<file path="src/rtl/gf2m_pkg.sv">
// gf2m_pkg: shared defaults for the GF(2^M) adder/accumulator.
//   GF_M    default field degree / operand width
//   GF_CW   default width of the saturating term counter
//   gf_state_e  controller state encoding (IDLE / ACC / HOLD)
//   CNT_MAX saturation value of the counter at the default width
package gf2m_pkg;

  localparam int unsigned GF_M  = 163;
  localparam int unsigned GF_CW = 8;

  typedef enum logic [1:0] {
    ST_IDLE = 2'd0,
    ST_ACC  = 2'd1,
    ST_HOLD = 2'd2
  } gf_state_e;

  // Largest count representable in a cw-bit counter.
  function automatic int unsigned gf_cnt_max(input int unsigned cw);
    return (32'd1 << cw) - 32'd1;
  endfunction

  localparam int unsigned CNT_MAX = gf_cnt_max(GF_CW);

endpackage

</file>
<file path="src/rtl/gf2m_xor.sv">
// gf2m_xor: combinational GF(2^M) addition (bitwise XOR, no carries).
// Ports:
//   i_add_a  in  M  operand A
//   i_add_b  in  M  operand B
//   o_add_r  out M  A ^ B
module gf2m_xor
  import gf2m_pkg::*;
#(
  parameter int unsigned M = GF_M
) (
  input  logic [M-1:0] i_add_a,
  input  logic [M-1:0] i_add_b,
  output logic [M-1:0] o_add_r
);

  assign o_add_r = i_add_a ^ i_add_b;

endmodule

</file>
<file path="src/rtl/gf2m_add_acc.sv">
// gf2m_add_acc: GF(2^M) adder / accumulator with valid/ready streaming.
// Pairwise mode emits A^B per beat; accumulate mode XOR-folds a burst of
// operand pairs (terminated by i_in_last) into a single registered result.
// Optional macro: GF_ADD_ZERO_FLAG_EN adds o_out_zero (result == 0 flag).
// Ports:
//   i_clk        clock, rising edge
//   i_rst        synchronous reset, active-high
//   i_clr        synchronous abort of the open burst (below i_rst)
//   i_mode       0 = pairwise, 1 = accumulate (sampled on a burst's first beat)
//   i_in_valid   operand beat valid
//   o_in_ready   beat can be accepted this cycle
//   i_in_last    last beat of an accumulate burst
//   i_add_a/b    operands (M bits)
//   o_out_valid  result valid
//   i_out_ready  downstream accepts result
//   o_out_data   GF(2^M) sum (M bits)
//   o_out_cnt    operand pairs folded into o_out_data (CW bits, saturating)
//   o_out_sat    counter saturated during this burst
//   o_out_zero   (GF_ADD_ZERO_FLAG_EN only) o_out_data == 0
//
// state   | meaning
// --------+----------------------------------------------
// IDLE    | no burst open, no result pending
// ACC     | burst open, r_acc holds partial sum
// HOLD    | result pending on output (o_out_valid = 1)
module gf2m_add_acc
  import gf2m_pkg::*;
#(
  parameter int unsigned M  = GF_M,
  parameter int unsigned CW = GF_CW
) (
  input  logic          i_clk,
  input  logic          i_rst,
  input  logic          i_clr,
  input  logic          i_mode,
  input  logic          i_in_valid,
  output logic          o_in_ready,
  input  logic          i_in_last,
  input  logic [M-1:0]  i_add_a,
  input  logic [M-1:0]  i_add_b,
  output logic          o_out_valid,
  input  logic          i_out_ready,
  output logic [M-1:0]  o_out_data,
  output logic [CW-1:0] o_out_cnt,
  output logic          o_out_sat
`ifdef GF_ADD_ZERO_FLAG_EN
  ,output logic         o_out_zero
`endif
);

  localparam logic [CW-1:0] L_CNT_MAX = '1;
  localparam logic [CW-1:0] L_CNT_ONE = CW'(1);

  gf_state_e     r_state, w_state_nxt;
  logic [M-1:0]  r_acc, w_acc_nxt;
  logic [CW-1:0] r_cnt, w_cnt_nxt;
  logic          r_sat, w_sat_nxt;
  logic          r_out_valid, w_ov_nxt;
  logic [M-1:0]  r_out_data, w_od_nxt;
  logic [CW-1:0] r_out_cnt, w_oc_nxt;
  logic          r_out_sat, w_os_nxt;

  logic [M-1:0]  w_term;
  logic [M-1:0]  w_fold;
  logic          w_in_ready;
  logic          w_accept;
  logic          w_cnt_blk;
  logic [CW-1:0] w_cnt_inc;

  gf2m_xor #(.M(M)) u_xor_term (
    .i_add_a (i_add_a),
    .i_add_b (i_add_b),
    .o_add_r (w_term)
  );

  gf2m_xor #(.M(M)) u_xor_fold (
    .i_add_a (r_acc),
    .i_add_b (w_term),
    .o_add_r (w_fold)
  );

  // The output stage is a single register: a beat may enter whenever that
  // register is empty or is being drained in the same cycle. ACC is only
  // reachable with the output empty, so non-last burst beats never stall.
  assign w_in_ready = !i_clr && (!r_out_valid || i_out_ready);
  assign w_accept   = i_in_valid && w_in_ready;

  assign w_cnt_blk  = (r_cnt == L_CNT_MAX);
  assign w_cnt_inc  = w_cnt_blk ? r_cnt : (r_cnt + L_CNT_ONE);

  always_comb begin
    w_state_nxt = r_state;
    w_acc_nxt   = r_acc;
    w_cnt_nxt   = r_cnt;
    w_sat_nxt   = r_sat;
    w_ov_nxt    = r_out_valid;
    w_od_nxt    = r_out_data;
    w_oc_nxt    = r_out_cnt;
    w_os_nxt    = r_out_sat;

    if (r_out_valid && i_out_ready) begin
      w_ov_nxt = 1'b0;
    end

    if (i_clr) begin
      // Abort only the partial burst; a pending result still drains normally.
      w_acc_nxt   = '0;
      w_cnt_nxt   = '0;
      w_sat_nxt   = 1'b0;
      w_state_nxt = w_ov_nxt ? ST_HOLD : ST_IDLE;
    end else if (w_accept) begin
      if (r_state == ST_ACC) begin
        if (i_in_last) begin
          w_od_nxt    = w_fold;
          w_oc_nxt    = w_cnt_inc;
          w_os_nxt    = r_sat || w_cnt_blk;
          w_ov_nxt    = 1'b1;
          w_acc_nxt   = '0;
          w_cnt_nxt   = '0;
          w_sat_nxt   = 1'b0;
          w_state_nxt = ST_HOLD;
        end else begin
          w_acc_nxt = w_fold;
          w_cnt_nxt = w_cnt_inc;
          w_sat_nxt = r_sat || w_cnt_blk;
        end
      end else begin
        // First beat of a burst: the only place i_mode is looked at.
        if (!i_mode || i_in_last) begin
          w_od_nxt    = w_term;
          w_oc_nxt    = L_CNT_ONE;
          w_os_nxt    = 1'b0;
          w_ov_nxt    = 1'b1;
          w_state_nxt = ST_HOLD;
        end else begin
          w_acc_nxt   = w_term;
          w_cnt_nxt   = L_CNT_ONE;
          w_sat_nxt   = 1'b0;
          w_state_nxt = ST_ACC;
        end
      end
    end else if ((r_state == ST_HOLD) && !w_ov_nxt) begin
      w_state_nxt = ST_IDLE;
    end
  end

  always_ff @(posedge i_clk) begin
    if (i_rst) begin
      r_state     <= ST_IDLE;
      r_acc       <= '0;
      r_cnt       <= '0;
      r_sat       <= 1'b0;
      r_out_valid <= 1'b0;
      r_out_data  <= '0;
      r_out_cnt   <= '0;
      r_out_sat   <= 1'b0;
    end else begin
      r_state     <= w_state_nxt;
      r_acc       <= w_acc_nxt;
      r_cnt       <= w_cnt_nxt;
      r_sat       <= w_sat_nxt;
      r_out_valid <= w_ov_nxt;
      r_out_data  <= w_od_nxt;
      r_out_cnt   <= w_oc_nxt;
      r_out_sat   <= w_os_nxt;
    end
  end

`ifdef GF_ADD_ZERO_FLAG_EN
  logic r_out_zero;

  // Updated only when a new result is loaded so the flag stays 0 out of reset.
  always_ff @(posedge i_clk) begin
    if (i_rst) begin
      r_out_zero <= 1'b0;
    end else if (w_ov_nxt && (!r_out_valid || i_out_ready)) begin
      r_out_zero <= (w_od_nxt == '0);
    end
  end

  assign o_out_zero = r_out_zero;
`endif

  assign o_in_ready  = w_in_ready;
  assign o_out_valid = r_out_valid;
  assign o_out_data  = r_out_data;
  assign o_out_cnt   = r_out_cnt;
  assign o_out_sat   = r_out_sat;

endmodule

</file>
<file path="config.mk">
export PLATFORM = sky130hd
export DESIGN_NAME = gf2m_add_acc
export DESIGN_NICKNAME = d
export VERILOG_FILES = /design/src/rtl/gf2m_pkg.sv /design/src/rtl/gf2m_xor.sv /design/src/rtl/gf2m_add_acc.sv
export SDC_FILE = /design/constraint.sdc
export NUM_CORES = 1
export LEC_CHECK = 0
export ABC_AREA = 1
export BUFFER_PORTS_ARGS = -buffer_cell sky130_fd_sc_hd__clkbuf_2
export CAP_MARGIN = 20
export CORE_UTILIZATION = 55
export CTS_CLUSTER_DIAMETER = 200
export DETAILED_ROUTE_END_ITERATION = 6
export MAX_ROUTING_LAYER = met4
export PLACE_DENSITY_LB_ADDON = 0.1
export SLEW_MARGIN = 25
export SYNTH_ARGS = -nofsm -noshare
export SYNTH_HDL_FRONTEND = slang
export SYNTH_HIERARCHICAL = 1
export SYNTH_SLANG_ARGS = --single-unit
</file>
<file path="constraint.sdc">
create_clock -name i_clk -period 2.5 [get_ports i_clk]
set_clock_uncertainty 0.15 [all_clocks]
set_input_delay 0.375 -clock i_clk [delete_from_list [all_inputs] [get_ports i_clk]]
set_output_delay 0.375 -clock i_clk [all_outputs]
set_load 0.01 [all_outputs]
</file>
==> results.sh, run 1 <==
export IMPL_cts_resized_gates=0
export IMPL_power_frac_clock_pct=43.1
export IMPL_timing_critical_path_cells="dlygate4sd3_1 > clkbuf_2 > nand2_1 > nand2_1 > nand2_1 > nand2_4 > buf_4 > nand2_1 > a21oi_1"
export IMPL_r2r_cells=7
export IMPL_cts_root_buffer="sky130_fd_sc_hd__clkbuf_16"
export IMPL_grt_antenna_before_repair=0
export IMPL_dr_total_vias=22400
export IMPL_htree_levels=2
export IMPL_timing_critical_path_required_ps=2800
export IMPL_ioPinCount=507
export IMPL_grt_overflow_total=0
export IMPL_timing_worst_setup_path_type="in -> reg"
export IMPL_ant_nets=0
export IMPL_cts_inserted_buffers=39
export IMPL_fp_dieArea_sq_mm=0.0383
export IMPL_coreArea_sq_mm=0.0368
export IMPL_finalCoreUtilization_pct=67.9
export IMPL_synth_area_leader_cell="sky130_fd_sc_hd__dfxtp_1"
export IMPL_grt_pass1_wl_um=92500
export IMPL_critical_path_most_common_cell="sky130_fd_sc_hd__nand2_1"
export IMPL_floorplan_initialDensity_pct=56.1
export IMPL_post_synthesis_compound_gate_area_fraction_pct=11.4
export IMPL_clock_sinks=347
export IMPL_maximum_number_of_pins_on_one_net_before_global_route_repair=146
export IMPL_timing_worst_slew_pin_value_ps=747
export IMPL_placed_cells=4624
export IMPL_xor_xnor_cell_area_share_of_the_yosys_netlist_pct=0.0424
export IMPL_detail_route_wl_per_cell_um=12.1
export IMPL_residual_drc=0
export IMPL_worstPathMaxFanout=58
export IMPL_timing_final_setup_violations=0
export IMPL_commonest_non_fill_non_tap_cell_in_the_layout="sky130_fd_sc_hd__nand2_1"
export IMPL_grt_use_total_pct=29.9
export IMPL_combPwrFrac_pct=16.7
export IMPL_worst_hold_path_type="in -> reg"
export IMPL_worst_path_buf_inv=3
export IMPL_startpoint_type="input pin"
export IMPL_final_design_area_no_fill_sq_mm=0.0250
export IMPL_run_status="completed"
export IMPL_power_frac_seq_pct=40.2
export IMPL_ff_latch_area_sq_mm=0.00695
export IMPL_synth_avg_cell_area_sq_um=5.47
export IMPL_slew_headroom_pct=50.2
export IMPL_cell_internal_pwr_mw=10.6
export IMPL_clock_path_buffers=3
export IMPL_detailedPlacementHpwl_um=38600
export IMPL_grt_pass1_vias=19900
export IMPL_max_freq_mhz=487
export IMPL_synth_net_count=4104
export IMPL_synth_warnings=6
export IMPL_p_leak_nw=14.0
export IMPL_routabilityCongestion=0.836
export IMPL_tritoncts="done"
export IMPL_synthMuxAreaShare_pct=0
export IMPL_max_cap_violations=0
export IMPL_synth_cell_area_sq_mm=0.0206
export IMPL_detailedRoute_firstIterationViolations=1370
export IMPL_holdPathEnd="r_state[0]"
export IMPL_power_ir_vdd_worst_v=0.000458
export IMPL_cp_arrival_ps=2360
export IMPL_most_common_layout_cells="sky130_fd_sc_hd__nand2_1, sky130_fd_sc_hd__inv_1, sky130_fd_sc_hd__clkbuf_2"
export IMPL_hold_path_cell_count=4
export IMPL_number_of_max_slew_violations_in_the_final_report=0
export IMPL_die_h_um=196
export IMPL_grt_setup_unrepaired="false"
export IMPL_sw_frac_of_total_pct=27.1
export IMPL_setup_tns_final_ps=0
export IMPL_syn_inst=3770
export IMPL_net_switching_power_mw=3.94
export IMPL_postRouteWirelength_um=56900
export IMPL_largest_family_of_logic_cells_by_synthesized_area="simple AND/OR/NAND/NOR gates"
export IMPL_post_route_cells_drive_above_1_share_pct=14.5
export IMPL_timing_critical_path_from="i_mode"
export IMPL_multi_input_area_sq_mm=0.0104
export IMPL_crit_reg2reg_launch="r_state[0]"
export IMPL_synth_top_cells_by_area="sky130_fd_sc_hd__dfxtp_1, sky130_fd_sc_hd__nand2_1, sky130_fd_sc_hd__inv_1, sky130_fd_sc_hd__nor2_1, sky130_fd_sc_hd__a21oi_1"
export IMPL_finalNonFillerCells=4695
export IMPL_area_growth_synth_to_final_pct=21.0
export IMPL_crit_reg2reg_capture="o_out_cnt[5]"
export IMPL_synth_simple_area_share_pct=38.6
export IMPL_antenna_cells=0
export IMPL_synth_top_area_share_pct=33.7
export IMPL_slowest_delay_ps=530
export IMPL_postSynthRegisterBits=347
export IMPL_synth_sequential_area_ratio_pct=33.7
export IMPL_buffer_ports_inserted=506
export IMPL_timing_final_crit_share_pct=82.2
export IMPL_holdCritStartpoint="i_in_last"
export IMPL_detail_route_vias_per_cell=4.77
export IMPL_placedInstanceArea_sq_mm=0.0235
export IMPL_clkSlewWorstSetupHoldPaths_ps=60
export IMPL_type_of_element_capturing_the_critical_path="register"
export IMPL_rows=70
export IMPL_regToRegSetupSlack_ps=450
export IMPL_timing_final_crit_period_ps=2050
export IMPL_top_cell_family_by_delay_on_the_critical_path="buffers and inverters"
export IMPL_nFillCells=3527
export IMPL_die_width_um=196
export IMPL_synthAdderAreaFrac_pct=0.0606
export IMPL_fin_total_pwr_mw=14.6
export IMPL_drt_pre_antenna_iters=5
export IMPL_final_hold_violation_count=0
export IMPL_nets=4532
export IMPL_netlist_cell_type_count=24
export IMPL_cellPowerDensity_mw_per_mm2=583
export IMPL_critical_path_slowest_cell="sky130_fd_sc_hd__dlygate4sd3_1"
export IMPL_worst_skew_pair_late_latency_ps=520
-- how the worst max path moves through the flow --
stage / slack, ps / to / depth (start not counted)
CTS: 450 / o_out_cnt[5] / 9
floorplan: 920 / o_out_data[12] / 9
detailed placement: 390 / o_out_cnt[5] / 9
global route: 300 / o_out_data[23] / 7
global placement: 450 / o_out_data[43] / 9
finish: 450 / o_out_cnt[5] / 9
-- cell usage after synthesis (all sizes together) --
master and instances:
xor2 1, dfxtp 347, nand4 3, ha 1
nand2 1745, nor2 345, o21ai 252, o21bai 3
clkbuf 68, nand3b 1, nor3 1, clkinv 1
buf 82, a21oi 183, a21boi 21, inv 703
nand3 13
-- power by group through the flow --
stage,registers (mW),clock network (mW),logic (mW)
floorplan,6.05,0,1.44
global placement,5.97,0,2.39
detailed placement,5.98,0,2.42
CTS,5.86,6.35,2.44
global route,5.88,6.60,2.78
finish,5.86,6.27,2.44
-- flip-flops by register name, indices dropped and copies added, names as in the netlist --
register and flops:
o_out_cnt 8, r_sat 1, o_out_valid 1, o_out_data 163, o_out_sat 1, r_acc 163, r_cnt 8, r_state 2
-- repair_timing --
item / CTS / global route
buffers inserted: 0 / 0
endpoints found under the hold margin: 1 / 0
hold buffers: 1 / 0
-- stage by stage --
step / hold slack [ps] / worst slack, ps
detailed placement: 305 / 393
floorplan: 294 / 923
finish: 62.7 / 445
global route: 70.5 / 296
global placement: 300 / 452
CTS: 47.6 / 449
-- layer usage --
layer  wire (um)  vias up  track usage [%]
met5           0        -                -
li1            -    11900                -
met1       24100     9656             34.9
met3        4100      109             4.62
met2       26500      681             51.3
met4        2180        0             11.8
-- kinds of logic (layout without fill, tap and decap cells) --
kind of cell,Yosys count,count (layout)
and+or+nand+nor,2108,2108
buffers and inverters,854,1311
AOI/OAI and AO/OA,459,459
DFF,347,347
adders and majority gates,1,1
xor gates and xnor gates,1,1
-- area by class of cell --
class,instances,area share [%]
Clock buffer,54,4.66
Tap cell,468,2.34
Inverter,704,10.6
Multi-Input combinational cell,2569,41.5
Sequential cell,347,27.8
Timing Repair Buffer,537,12.0
Clock inverter,16,1.03
-- tightest hold or removal path: stages --
cell	delay, ps
sky130_fd_sc_hd__clkbuf_2	90
sky130_fd_sc_hd__inv_1	60
sky130_fd_sc_hd__nand4_1	80
sky130_fd_sc_hd__a21oi_1	60
Note: power is estimated with default switching activity, not from simulation.
==> run 2: changes to the inputs <==
Clock period 2.5 ns to 2.1 ns, I/O delays scaled along.
==> results.sh, run 2 (synthesized netlist as in run 1, its figures left out) <==
export IMPL_run_status="completed"
export IMPL_placed_cells=4642
export IMPL_timing_final_setup_violations=0
export IMPL_rows=70
export IMPL_residual_drc=0
export IMPL_timing_final_crit_period_ps=1940
export IMPL_fp_dieArea_sq_mm=0.0383
export IMPL_ioPinCount=507
export IMPL_floorplan_initialDensity_pct=56.1
export IMPL_die_h_um=196
export IMPL_drt_pre_antenna_iters=5
export IMPL_routabilityCongestion=0.843
export IMPL_tritoncts="done"
export IMPL_power_frac_seq_pct=42.4
export IMPL_timing_critical_path_required_ps=2410
export IMPL_setup_tns_final_ps=0
export IMPL_finalNonFillerCells=4709
export IMPL_final_hold_violation_count=0
export IMPL_sw_frac_of_total_pct=28.5
export IMPL_grt_setup_unrepaired="false"
export IMPL_cts_root_buffer="sky130_fd_sc_hd__clkbuf_16"
export IMPL_timing_worst_setup_path_type="reg -> reg"
export IMPL_max_freq_mhz=517
export IMPL_net_switching_power_mw=4.68
export IMPL_clock_sinks=347
export IMPL_timing_worst_slew_pin_value_ps=770
export IMPL_grt_antenna_before_repair=0
export IMPL_grt_pass1_vias=19700
export IMPL_clock_path_buffers=3
export IMPL_slew_headroom_pct=48.7
export IMPL_startpoint_type="register"
export IMPL_power_frac_clock_pct=39.6
export IMPL_nets=4554
export IMPL_postRouteWirelength_um=57900
export IMPL_max_cap_violations=0
export IMPL_detailedRoute_firstIterationViolations=1248
export IMPL_detailedPlacementHpwl_um=39600
export IMPL_type_of_element_capturing_the_critical_path="register"
export IMPL_grt_pass1_wl_um=92900
export IMPL_buffer_ports_inserted=506
export IMPL_htree_levels=2
export IMPL_worst_hold_path_type="in -> reg"
export IMPL_grt_overflow_total=0
export IMPL_most_common_layout_cells="sky130_fd_sc_hd__nand2_1, sky130_fd_sc_hd__inv_1, sky130_fd_sc_hd__clkbuf_2"
export IMPL_dr_total_vias=22500
export IMPL_worstPathMaxFanout=64
export IMPL_ant_nets=0
export IMPL_power_ir_vdd_worst_v=0.000510
export IMPL_detail_route_vias_per_cell=4.77
export IMPL_timing_final_crit_share_pct=92.2
export IMPL_antenna_cells=0
export IMPL_maximum_number_of_pins_on_one_net_before_global_route_repair=137
export IMPL_cp_arrival_ps=2250
export IMPL_p_leak_nw=14.0
export IMPL_post_route_cells_drive_above_1_share_pct=14.6
export IMPL_number_of_max_slew_violations_in_the_final_report=0
export IMPL_worst_skew_pair_late_latency_ps=530
export IMPL_clkSlewWorstSetupHoldPaths_ps=60
export IMPL_detail_route_wl_per_cell_um=12.3
export IMPL_grt_use_total_pct=30.1
export IMPL_combPwrFrac_pct=18.0
export IMPL_cell_internal_pwr_mw=11.8
export IMPL_cts_inserted_buffers=39
export IMPL_area_growth_synth_to_final_pct=21.2
export IMPL_coreArea_sq_mm=0.0368
export IMPL_commonest_non_fill_non_tap_cell_in_the_layout="sky130_fd_sc_hd__nand2_1"
export IMPL_die_width_um=196
export IMPL_cellPowerDensity_mw_per_mm2=657
[run 2: cell types whose count changed in the layout (fill, tap and decap cells not counted), moves of 5 or more]
cell,change
sky130_fd_sc_hd__clkbuf_1,+5
sky130_fd_sc_hd__bufinv_16,-6
sky130_fd_sc_hd__clkinv_2,-6
sky130_fd_sc_hd__buf_4,+13
[run 2: worst max-delay path, cell delays in order (launching register included)]
cell,delay [ps]
sky130_fd_sc_hd__dfxtp_1,450
sky130_fd_sc_hd__nand2_8,90
sky130_fd_sc_hd__inv_4,120
sky130_fd_sc_hd__nand2_1,80
sky130_fd_sc_hd__nand2_1,160
sky130_fd_sc_hd__nand2_4,150
sky130_fd_sc_hd__inv_4,150
sky130_fd_sc_hd__buf_16,280
sky130_fd_sc_hd__nor2_1,80
sky130_fd_sc_hd__nor2_1,120
[run 2: final timing paths]
kind	slack, ps	endpoint	startpoint	cells past startpoint
max	160	o_out_data[86]	r_state[0]	9
min	50	o_out_valid	i_out_ready	5
max reg2reg	160	o_out_data[86]	r_state[0]	9
min reg2reg	310	o_out_cnt[2]	o_out_cnt[2]	2
[run 2: timing repair]
item	in CTS	in global routing
setup buffers	0	0
endpoints found under the setup margin	0	21
hold buffers	4	0
resized for setup	0	2
hold endpoints to repair	3	0
[run 2: stage by stage]
stage | cell area, sq um | utilization, % | hold WS (ps) | worst slack [ps] | power [mW]
5_1_grt | 25000 | 68.0 | 85.2 | 0.367 | 17.2
6_report | 25000 | 68.0 | 50.3 | 164 | 16.4
4_1_cts | 25000 | 67.9 | 36.5 | 42.4 | 16.5
2_1_floorplan | 20600 | - | 234 | 573 | 8.91
3_3_place_gp | 23700 | 64.5 | 310 | 174 | 9.99
3_5_place_dp | 23700 | 64.5 | 306 | 101 | 10.0
[run 2: final cells by class]
| class | count | area [sq um] |
|---|---|---|
| Fill cell | 3578 | 11800 |
| Clock inverter | 6 | 66.3 |
| Tap cell | 468 | 586 |
| Clock buffer | 56 | 1120 |
| Sequential cell | 347 | 6950 |
| Timing Repair Buffer | 559 | 3270 |
| Inverter | 704 | 2650 |
| Multi-Input combinational cell | 2569 | 10400 |
[run 2: routing by layer]
metal,vias up,GRT usage [%],wire length (um)
met5,-,-,0
met4,0,10.4,1950
met3,104,3.87,3540
met2,667,51.8,27100
met1,9720,36.2,25300
li1,12000,-,-
[run 2: power groups by stage]
stage | clock (mW) | sequential, mW | combinational [mW]
3_3_place_gp | 0 | 7.11 | 2.88
5_1_grt | 6.89 | 7.00 | 3.35
6_report | 6.51 | 6.98 | 2.96
3_5_place_dp | 0 | 7.12 | 2.91
2_1_floorplan | 0 | 7.20 | 1.71
4_1_cts | 6.58 | 6.98 | 2.94
==> run 3: changes to the inputs <==
Settings changed: ABC_AREA 1 to unset, CORE_AREA set to 2 2 197 199, CORE_UTILIZATION 55 to unset, DIE_AREA set to 0 0 199 201.
==> results.sh, run 3 <==
export IMPL_ant_nets=0
export IMPL_netlist_cell_type_count=42
export IMPL_buffer_ports_inserted=506
export IMPL_timing_worst_slew_pin_value_ps=551
export IMPL_max_cap_violations=0
export IMPL_grt_pass1_wl_um=90100
export IMPL_synth_area_leader_cell="sky130_fd_sc_hd__dfxtp_1"
export IMPL_final_hold_worst_slack_ps=10.1
export IMPL_routabilityCongestion=0.805
export IMPL_timing_worst_setup_path_type="reg -> out"
export IMPL_fp_dieArea_sq_mm=0.0400
export IMPL_synth_sequential_area_ratio_pct=39.4
export IMPL_worst_hold_path_type="in -> reg"
export IMPL_power_ir_vdd_worst_v=0.000526
export IMPL_postSynthRegisterBits=347
export IMPL_synthArstFlopShare_pct=0
export IMPL_synth_top_cells_by_area="sky130_fd_sc_hd__dfxtp_1, sky130_fd_sc_hd__xor2_1, sky130_fd_sc_hd__a21oi_1, sky130_fd_sc_hd__nand2_1, sky130_fd_sc_hd__a311oi_2"
export IMPL_post_route_cells_drive_above_1_share_pct=26.9
export IMPL_die_width_um=199
export IMPL_drt_pre_antenna_iters=6
export IMPL_final_hold_violation_count=0
export IMPL_tritoncts="done"
export IMPL_synth_net_count=2434
export IMPL_synth_edff_count=0
export IMPL_p_leak_nw=10.0
export IMPL_timing_final_crit_period_ps=2040
export IMPL_coreArea_sq_mm=0.0381
export IMPL_synth_cell_area_sq_mm=0.0176
export IMPL_syn_inst=2100
export IMPL_synthTopCellsByCount="sky130_fd_sc_hd__a21oi_1, sky130_fd_sc_hd__dfxtp_1, sky130_fd_sc_hd__nand2_1"
export IMPL_detailedPlacementHpwl_um=35900
export IMPL_dr_total_vias=17600
export IMPL_synth_top_area_share_pct=39.4
export IMPL_startpoint_type="register"
export IMPL_cts_inserted_buffers=40
export IMPL_maximum_number_of_pins_on_one_net_before_global_route_repair=97
export IMPL_grt_pass1_vias=16900
export IMPL_placed_cells=2988
export IMPL_timing_final_setup_violations=0
export IMPL_timing_critical_path_required_ps=1630
export IMPL_detail_route_vias_per_cell=5.65
export IMPL_most_common_layout_cells="sky130_fd_sc_hd__a21oi_1, sky130_fd_sc_hd__clkbuf_2, sky130_fd_sc_hd__dfxtp_1"
export IMPL_yosysMostFrequentCell="sky130_fd_sc_hd__a21oi_1"
export IMPL_grt_overflow_total=0
export IMPL_rows=72
export IMPL_floorplan_initialDensity_pct=46.2
export IMPL_nets=2897
export IMPL_cp_arrival_ps=1570
export IMPL_die_h_um=201
export IMPL_cellPowerDensity_mw_per_mm2=748
export IMPL_cts_repair_timing_setup_buffer_count=0
export IMPL_finalNonFillerCells=3110
export IMPL_worstPathMaxFanout=4
export IMPL_clkSlewWorstSetupHoldPaths_ps=60
export IMPL_cts_root_buffer="sky130_fd_sc_hd__clkbuf_16"
export IMPL_clock_sinks=347
export IMPL_placedInstanceArea_sq_mm=0.0208
export IMPL_detailedRoute_firstIterationViolations=1073
export IMPL_type_of_element_capturing_the_critical_path="output port"
export IMPL_clock_path_buffers=3
export IMPL_timing_final_crit_share_pct=97.1
export IMPL_area_growth_synth_to_final_pct=28.3
export IMPL_final_design_area_no_fill_sq_mm=0.0226
export IMPL_number_of_max_slew_violations_in_the_final_report=0
export IMPL_synth_avg_cell_area_sq_um=8.39
export IMPL_detail_route_wl_per_cell_um=18.7
export IMPL_worst_skew_pair_late_latency_ps=520
export IMPL_max_freq_mhz=491
export IMPL_grt_antenna_before_repair=4
export IMPL_residual_drc=0
export IMPL_postRouteWirelength_um=58000
export IMPL_synth_warnings=6
export IMPL_synthFlopType="sky130_fd_sc_hd__dfxtp_1"
export IMPL_run_status="completed"
export IMPL_grt_use_total_pct=28.7
export IMPL_slew_headroom_pct=63.3
export IMPL_htree_levels=2
export IMPL_ioPinCount=507
[run 3: through the flow]
stage / total power [mW] / setup TNS (ps) / setup WS, ps / util [%]
finish: 16.9 / 0 / 61.8 / 59.3
floorplan: 8.87 / 0 / 272 / -
global route: 17.6 / -17.7 / -5.18 / 59.3
global placement: 9.96 / 0 / 71.4 / 54.6
detailed placement: 10.0 / 0 / 91.2 / 54.6
CTS: 17.0 / 0 / 55.9 / 59.3
[run 3: power by group]
group | switching, mW | internal [mW] | total (mW)
registers | 0.165 | 6.86 | 7.02
clock network | 2.73 | 4.14 | 6.87
logic | 1.81 | 1.21 | 3.01
[run 3: final timing paths]
| path | start | end | slack, ps | cells past startpoint |
|---|---|---|---|---|
| worst max-delay path | o_out_valid | o_in_ready | 60 | 4 |
| worst min-delay path | i_add_a[61] | r_acc[61] | 10 | 4 |
| worst max register to register | r_state[0] | r_acc[142] | 120 | 6 |
| worst min register to register | o_out_cnt[1] | o_out_cnt[1] | 320 | 1 |
[run 3: kinds of logic (layout without fill, tap and decap cells)]
kind of cell             Yosys count  after routing  synth area share, %
AO/OA/AOI/OAI                    859            859                 30.8
XOR/XNOR                         328            328                 16.3
adder cells (fa/ha/maj)            1              1               0.0710
buffers and inverters            187            675                 4.75
flip-flops                       347            347                 39.4
multiplexers                       2              2                0.114
other                              0              4                    0
AND/OR/NAND/NOR                  376            376                 8.51
[run 3: cell type report]
cell class                      instances  area [sq um]
Sequential cell                       347          6950
Inverter                                1          3.75
Antenna cell                            4          10.0
Clock inverter                          3          40.0
Fill cell                            3368         15500
Clock buffer                           64          1240
Tap cell                              518           648
Timing Repair Buffer                  607          3830
Multi-Input combinational cell       1566          9890
[run 3: what timing repair did]
| action | in CTS | in global routing |
|---|---|---|
| hold buffers | 51 | 0 |
| resized for setup | 0 | 2 |
| endpoints found under the hold margin | 38 | 0 |
| endpoints found under the setup margin | 0 | 9 |
[run 3: layer usage]
metal  wire length, um  global-route usage (%)  vias up
li1                  -                       -     8405
met1             24300                    36.3     8395
met2             27700                    46.1      645
met3              4020                    4.97      121
met4              1990                    10.2        0
met5                 0                       -        -
[run 3: worst max-delay path, cell delays in order (launching register included)]
cell	delay (ps)
sky130_fd_sc_hd__dfxtp_1	320
sky130_fd_sc_hd__nor2b_1	170
sky130_fd_sc_hd__buf_4	160
sky130_fd_sc_hd__nor2_1	220
sky130_fd_sc_hd__clkbuf_2	190
